File: src/rtl/hc595_pkg.sv
// Shared constants, state encoding and sizing helper for the 74HC595-style
// serial frame receiver.
package hc595_pkg;

    localparam int DEF_WIDTH   = 16;
    localparam int DEF_TIMEOUT = 1000;

    typedef enum logic {
        ST_IDLE  = 1'b0,
        ST_SHIFT = 1'b1
    } state_e;

    // Bits needed to hold any value in 0..max_val.
    function automatic int cnt_bits(input int max_val);
        return (max_val < 1) ? 1 : $clog2(max_val + 1);
    endfunction

endpackage

File: src/rtl/hc595_sync_edge.sv
// Two-flop synchronizer for one asynchronous pin, plus a one-Clk rising-edge
// strobe taken from a registered copy of the synchronized level.
module sync_edge (
    input  logic clk,
    input  logic rst_n,
    input  logic d,
    output logic sync,
    output logic rise
);

    logic meta_q, meta_d;
    logic sync_q, sync_d;
    logic prev_q, prev_d;

    always_comb begin
        meta_d = d;
        sync_d = meta_q;
        prev_d = sync_q;
    end

    always_ff @(posedge clk or negedge rst_n) begin
        if (!rst_n) begin
            meta_q <= 1'b0;
            sync_q <= 1'b0;
            prev_q <= 1'b0;
        end else begin
            meta_q <= meta_d;
            sync_q <= sync_d;
            prev_q <= prev_d;
        end
    end

    assign sync = sync_q;
    assign rise = sync_q & ~prev_q;

endmodule

File: src/rtl/hc595_rx.sv
// Receives frames from a serial 595 driver (SHCP shift clock, STCP latch clock,
// DS data, MSB first) and presents each latched frame on Data_out with a Valid pulse.
module hc595_rx
    import hc595_pkg::*;
#(
    parameter int WIDTH   = DEF_WIDTH,
    parameter int TIMEOUT = DEF_TIMEOUT
) (
    input  logic             Clk,
    input  logic             Reset_n,
    input  logic             SHCP,
    input  logic             STCP,
    input  logic             DS,
    output logic [WIDTH-1:0] Data_out,
    output logic             Valid,
    output logic             Frame_err,
    output logic             Busy
);

    localparam int CNT_W = cnt_bits(WIDTH + 1);
    localparam int TMO_W = cnt_bits(TIMEOUT - 1);

    localparam logic [CNT_W-1:0] CNT_FULL = CNT_W'(WIDTH);
    localparam logic [CNT_W-1:0] CNT_SAT  = CNT_W'(WIDTH + 1);
    localparam logic [TMO_W-1:0] TMO_LAST = TMO_W'(TIMEOUT - 1);

    logic shcp_rise, stcp_rise, ds_sync;
    logic shcp_sync_unused, stcp_sync_unused, ds_rise_unused;

    state_e           state_q, state_d;
    logic [WIDTH-1:0] shift_q, shift_d;
    logic [CNT_W-1:0] cnt_q, cnt_d;
    logic [TMO_W-1:0] tmo_q, tmo_d;
    logic [WIDTH-1:0] data_q, data_d;
    logic             valid_q, valid_d;
    logic             ferr_q, ferr_d;
    logic             timeout_hit;

    sync_edge u_shcp (
        .clk  (Clk),
        .rst_n(Reset_n),
        .d    (SHCP),
        .sync (shcp_sync_unused),
        .rise (shcp_rise)
    );

    sync_edge u_stcp (
        .clk  (Clk),
        .rst_n(Reset_n),
        .d    (STCP),
        .sync (stcp_sync_unused),
        .rise (stcp_rise)
    );

    // DS shares the synchronizer latency of SHCP, so it is aligned with the shift strobe.
    sync_edge u_ds (
        .clk  (Clk),
        .rst_n(Reset_n),
        .d    (DS),
        .sync (ds_sync),
        .rise (ds_rise_unused)
    );

    always_comb begin
        timeout_hit = (state_q == ST_SHIFT) && (tmo_q == TMO_LAST);
    end

    // FSM: next-state logic
    always_comb begin
        state_d = state_q;
        case (state_q)
            ST_IDLE: begin
                if (shcp_rise) state_d = ST_SHIFT;
            end
            ST_SHIFT: begin
                if (shcp_rise)                      state_d = ST_SHIFT;
                else if (stcp_rise || timeout_hit)  state_d = ST_IDLE;
            end
            default: state_d = ST_IDLE;
        endcase
    end

    // Datapath: the latch always sees pre-shift contents and the pre-shift count,
    // matching a real 595 when both clocks rise together.
    always_comb begin
        shift_d = shift_q;
        cnt_d   = cnt_q;
        tmo_d   = tmo_q;
        data_d  = data_q;
        valid_d = 1'b0;
        ferr_d  = 1'b0;

        if (stcp_rise) begin
            data_d  = shift_q;
            valid_d = 1'b1;
            ferr_d  = (cnt_q != CNT_FULL);
        end

        if (shcp_rise) begin
            shift_d = {shift_q[WIDTH-2:0], ds_sync};
            tmo_d   = '0;
            if (stcp_rise)             cnt_d = CNT_W'(1);
            else if (cnt_q != CNT_SAT) cnt_d = cnt_q + CNT_W'(1);
        end else if (stcp_rise) begin
            cnt_d = '0;
            tmo_d = '0;
        end else if (timeout_hit) begin
            cnt_d = '0;
            tmo_d = '0;
        end else if (state_q == ST_SHIFT) begin
            tmo_d = tmo_q + TMO_W'(1);
        end else begin
            tmo_d = '0;
        end
    end

    // FSM: state register and datapath flops
    always_ff @(posedge Clk or negedge Reset_n) begin
        if (!Reset_n) begin
            state_q <= ST_IDLE;
            shift_q <= '0;
            cnt_q   <= '0;
            tmo_q   <= '0;
            data_q  <= '0;
            valid_q <= 1'b0;
            ferr_q  <= 1'b0;
        end else begin
            state_q <= state_d;
            shift_q <= shift_d;
            cnt_q   <= cnt_d;
            tmo_q   <= tmo_d;
            data_q  <= data_d;
            valid_q <= valid_d;
            ferr_q  <= ferr_d;
        end
    end

    // FSM: outputs
    always_comb begin
        Busy      = (state_q == ST_SHIFT);
        Data_out  = data_q;
        Valid     = valid_q;
        Frame_err = ferr_q;
    end

endmodule
File: config.mk
export PLATFORM = sky130hd
export DESIGN_NAME = hc595_rx
export DESIGN_NICKNAME = d
export VERILOG_FILES = /design/src/rtl/hc595_pkg.sv /design/src/rtl/hc595_sync_edge.sv /design/src/rtl/hc595_rx.sv
export SDC_FILE = /design/constraint.sdc
export NUM_CORES = 1
export LEC_CHECK = 0
export BUFFER_PORTS_ARGS = -buffer_cell sky130_fd_sc_hd__buf_4
export CORE_MARGIN = 3
export CORE_UTILIZATION = 62
export DETAILED_ROUTE_END_ITERATION = 8
export GPL_TIMING_DRIVEN = 1
export PLACE_DENSITY_LB_ADDON = 0.15
export SYNTH_ARGS = -nofsm -noshare
export SYNTH_HDL_FRONTEND = slang
export SYNTH_SLANG_ARGS = --single-unit
export TNS_END_PERCENT = 20
File: constraint.sdc
create_clock -name Clk -period 3.05 [get_ports Clk]
set_clock_uncertainty 0.1 [all_clocks]
set_input_delay 0.4575 -clock Clk [delete_from_list [all_inputs] [get_ports Clk]]
set_output_delay 0.4575 -clock Clk [all_outputs]
set_load 0.02 [all_outputs]
==> impl_metrics.toml <==
[global_route]
met3_usage = 0.0948
top_usage_layer = "met2"
grt_max_degree = 59
grt_util_met1 = 0.259
overflow = 0
antenna_found_initial = 0
grt_pass1_vias = 1549
grt_pass1_wl_mm = 6.91
grt_usage = 0.215
use_met2 = 0.337

[die]
ioPinCount = 24
start_util = 0.671
coreArea_um2 = 3470
rows = 21
die_area_um2 = 4530
die-height_um = 67.3
dieWidth_um = 67.3

[cells_and_area]
drive_gt1_frac = 0.170
final_nets = 263
finish.instance_area_um2 = 2740
num_antenna_cells = 0
final.fill_count = 242
syn2layout_area_growth_pct = 17.5
layoutNonFillerInstCount = 305

[synth]
ys_seq_area_frac = 0.623
ys_warn_count = 0
ys_types = 28
syn_nets = 237
ys_ff_latch = 58
syn_area_um2 = 2330
synth_cells = 228
syn_area_per_cell_um2 = 10.2

[cts]
cts_tree = "built"
numCtsBuffers = 9
clkSinkCount = 58
clk_latency_ns = 0.33
ctsRootBufferMaster = "clkbuf_8"
cts-resized-gates = 0
clkTransAtPathRegs_ns = 0.07
clock_path_buffers = 2
cts_setup_buffers = 0
cts_hold_buffers = 0
ctsHtreeMaxLevel = 3

[pwr]
powerDensity_nw_per_um2 = 688
cellLeakagePower_uw = 0.00143
ir_drop_v = 0.000473

[drt]
wire_per_inst_um = 13.4
ant_nets = 0
drc = 0
vias = 1570
viasPerCell = 5.15
drt_first_pass_iters = 4
routed_wl_mm = 4.10
drt_iter0_drc = 101

[worst_setup_path]
cp.arrival_ns = 2.18
cp_max_fo = 22
worstPathRequired_ns = 3.20
crit_type = "flop to flop"
crit_path_end_kind = "flop"
start_kind = "flop"

[sta]
worst_slack_ns = 1.02
fmax_ghz = 0.493
setup_viol = 0
tightest_slew_ns = 0.831
fin_crit_sh = 0.666
fin_tns_setup_ns = 0
slew_headroom = 0.446
grt_setup_unrepaired = "no"
slew_violations = 0
hold_viol = 0
finalCriticalPeriod_ns = 2.03

[status]
status = "finished clean"

[placed_design]
place.gp.congestion = 0.864
pre_cts_slack_ns = 1.03
placed_cells = 289
place_hpwl_mm = 2.48
post_dp_cell_area_um2 = 2530
port_buffers = 23

[job]
cap_violations = 0

[hold_path]
hp-class = "primary input to async pin"
state kept, by name, summed over array words and instances, names as in the netlist, 5 cells and up:
| signal | cells |
|---|---|
| Data_out | 16 |
| cnt_q | 5 |
| shift_q | 16 |
| tmo_q | 10 |
critical path, cell delays in order (launching register included):
cell and delay [ns]:
dfrtp_1 0.39, nand2b_1 0.60, a21oi_1 0.16, a311oi_4 0.48, mux2i_1 0.23
area by class of cell:
type                       count  area, um2  area share
sequential                    58       1450       0.531
clock inverter                 5       52.6      0.0192
tap                           46       57.6      0.0210
clock buffer                  11        151      0.0554
multi-input combinational    155        816       0.298
inverter                       5       18.8     0.00686
timing repair buffer          25        188      0.0686
path summary, 6_finish.rpt:
kind | from | endpoint | slack (ns) | depth (start not counted)
worst max-delay path | u_shcp.sync$_DFF_PN0_ | cnt_q[0]$_DFFE_PN0P_ | 1.02 | 4
worst min-delay path | Reset_n | shift_q[4]$_DFFE_PN0P_ | 0.08 | 1
worst max register to register | u_shcp.sync$_DFF_PN0_ | cnt_q[0]$_DFFE_PN0P_ | 1.02 | 4
worst min register to register | u_ds.meta_q$_DFF_PN0_ | u_ds.sync$_DFF_PN0_ | 0.25 | 0
max in group asynchronous | Reset_n | u_stcp.prev_q$_DFF_PN0_ | 2.30 | 1
min in group Clk | SHCP | u_shcp.meta_q$_DFF_PN0_ | 0.13 | 1
report_power, final:
| group | leakage (uW) | switching, uW | total, uW | internal [uW] |
|---|---|---|---|---|
| registers | 0.000768 | 60.9 | 922 | 861 |
| logic | 0.000561 | 155 | 254 | 98.7 |
| clock network | 0.000105 | 290 | 707 | 417 |
metal layers:
layer / part of all wire / vias up / wire length (um)
li1: - / 779 / -
met4: 0.017 / 0 / 68
met3: 0.047 / 6 / 191
met2: 0.49 / 34 / 2010
met5: 0 / - / 0
met1: 0.45 / 751 / 1830
synthesized netlist by cell type, drive strengths merged:
| library cell | number | area, um2 |
|---|---|---|
| a311o | 1 | 10.0 |
| inv | 5 | 18.8 |
| o211ai | 1 | 7.51 |
| nor4bb | 1 | 25.0 |
| nor2b | 1 | 6.26 |
| o21ai | 1 | 5.00 |
| nor3b | 1 | 7.51 |
| and4 | 2 | 17.5 |
| xnor2 | 6 | 52.6 |
| and2 | 1 | 6.26 |
| a32o | 2 | 20.0 |
| nand3 | 6 | 30.0 |
| a311oi | 1 | 26.3 |
| nor2 | 10 | 37.5 |
| ha | 4 | 50.1 |
| a21oi | 2 | 10.0 |
| nand4b | 2 | 17.5 |
| nand2b | 3 | 18.8 |
| and3 | 3 | 23.8 |
| nand4 | 2 | 12.5 |
| clkbuf | 6 | 22.5 |
| mux2i | 2 | 20.0 |
| buf | 4 | 20.0 |
| nand2 | 98 | 368 |
| xor2 | 4 | 35.0 |
| o2111ai | 1 | 8.76 |
| dfrtp | 58 | 1450 |
cell families (layout without fill, tap and decap cells):
group,count (synthesis),count (layout),synth area share
XOR/XNOR,10,10,0.0376
multiplexers,2,2,0.00860
AND/OR/NAND/NOR,130,130,0.245
buffers and inverters,15,46,0.0263
AO/OA/AOI/OAI,9,9,0.0376
flip-flops,58,58,0.623
adder cells (fa/ha/maj),4,4,0.0215
stage by stage:
| stage | power [uW] | utilization | hold slack (ns) |
|---|---|---|---|
| 2_1_floorplan | 1070 | - | 0.0619 |
| 3_3_place_gp | 1180 | 0.730 | 0.232 |
| 3_5_place_dp | 1190 | 0.730 | 0.238 |
| 4_1_cts | 1900 | 0.789 | 0.0947 |
| 5_1_grt | 1980 | 0.789 | 0.106 |
| 6_report | 1880 | 0.789 | 0.0807 |
placed cells by master, fill, tap and decap left out, types with 2 or more instances in the layout:
master / n
nand4_1: 2
nand4b_1: 2
clkinv_2: 3
xor2_1: 4
xnor2_1: 6
and3_1: 2
inv_1: 5
nand3_1: 6
clkbuf_8: 11
ha_1: 4
dfrtp_1: 58
mux2i_1: 2
a32o_1: 2
a21oi_1: 2
and4_1: 2
buf_4: 25
nand2b_1: 3
nor2_1: 10
nand2_1: 98
(Power assumes the default switching activity.)
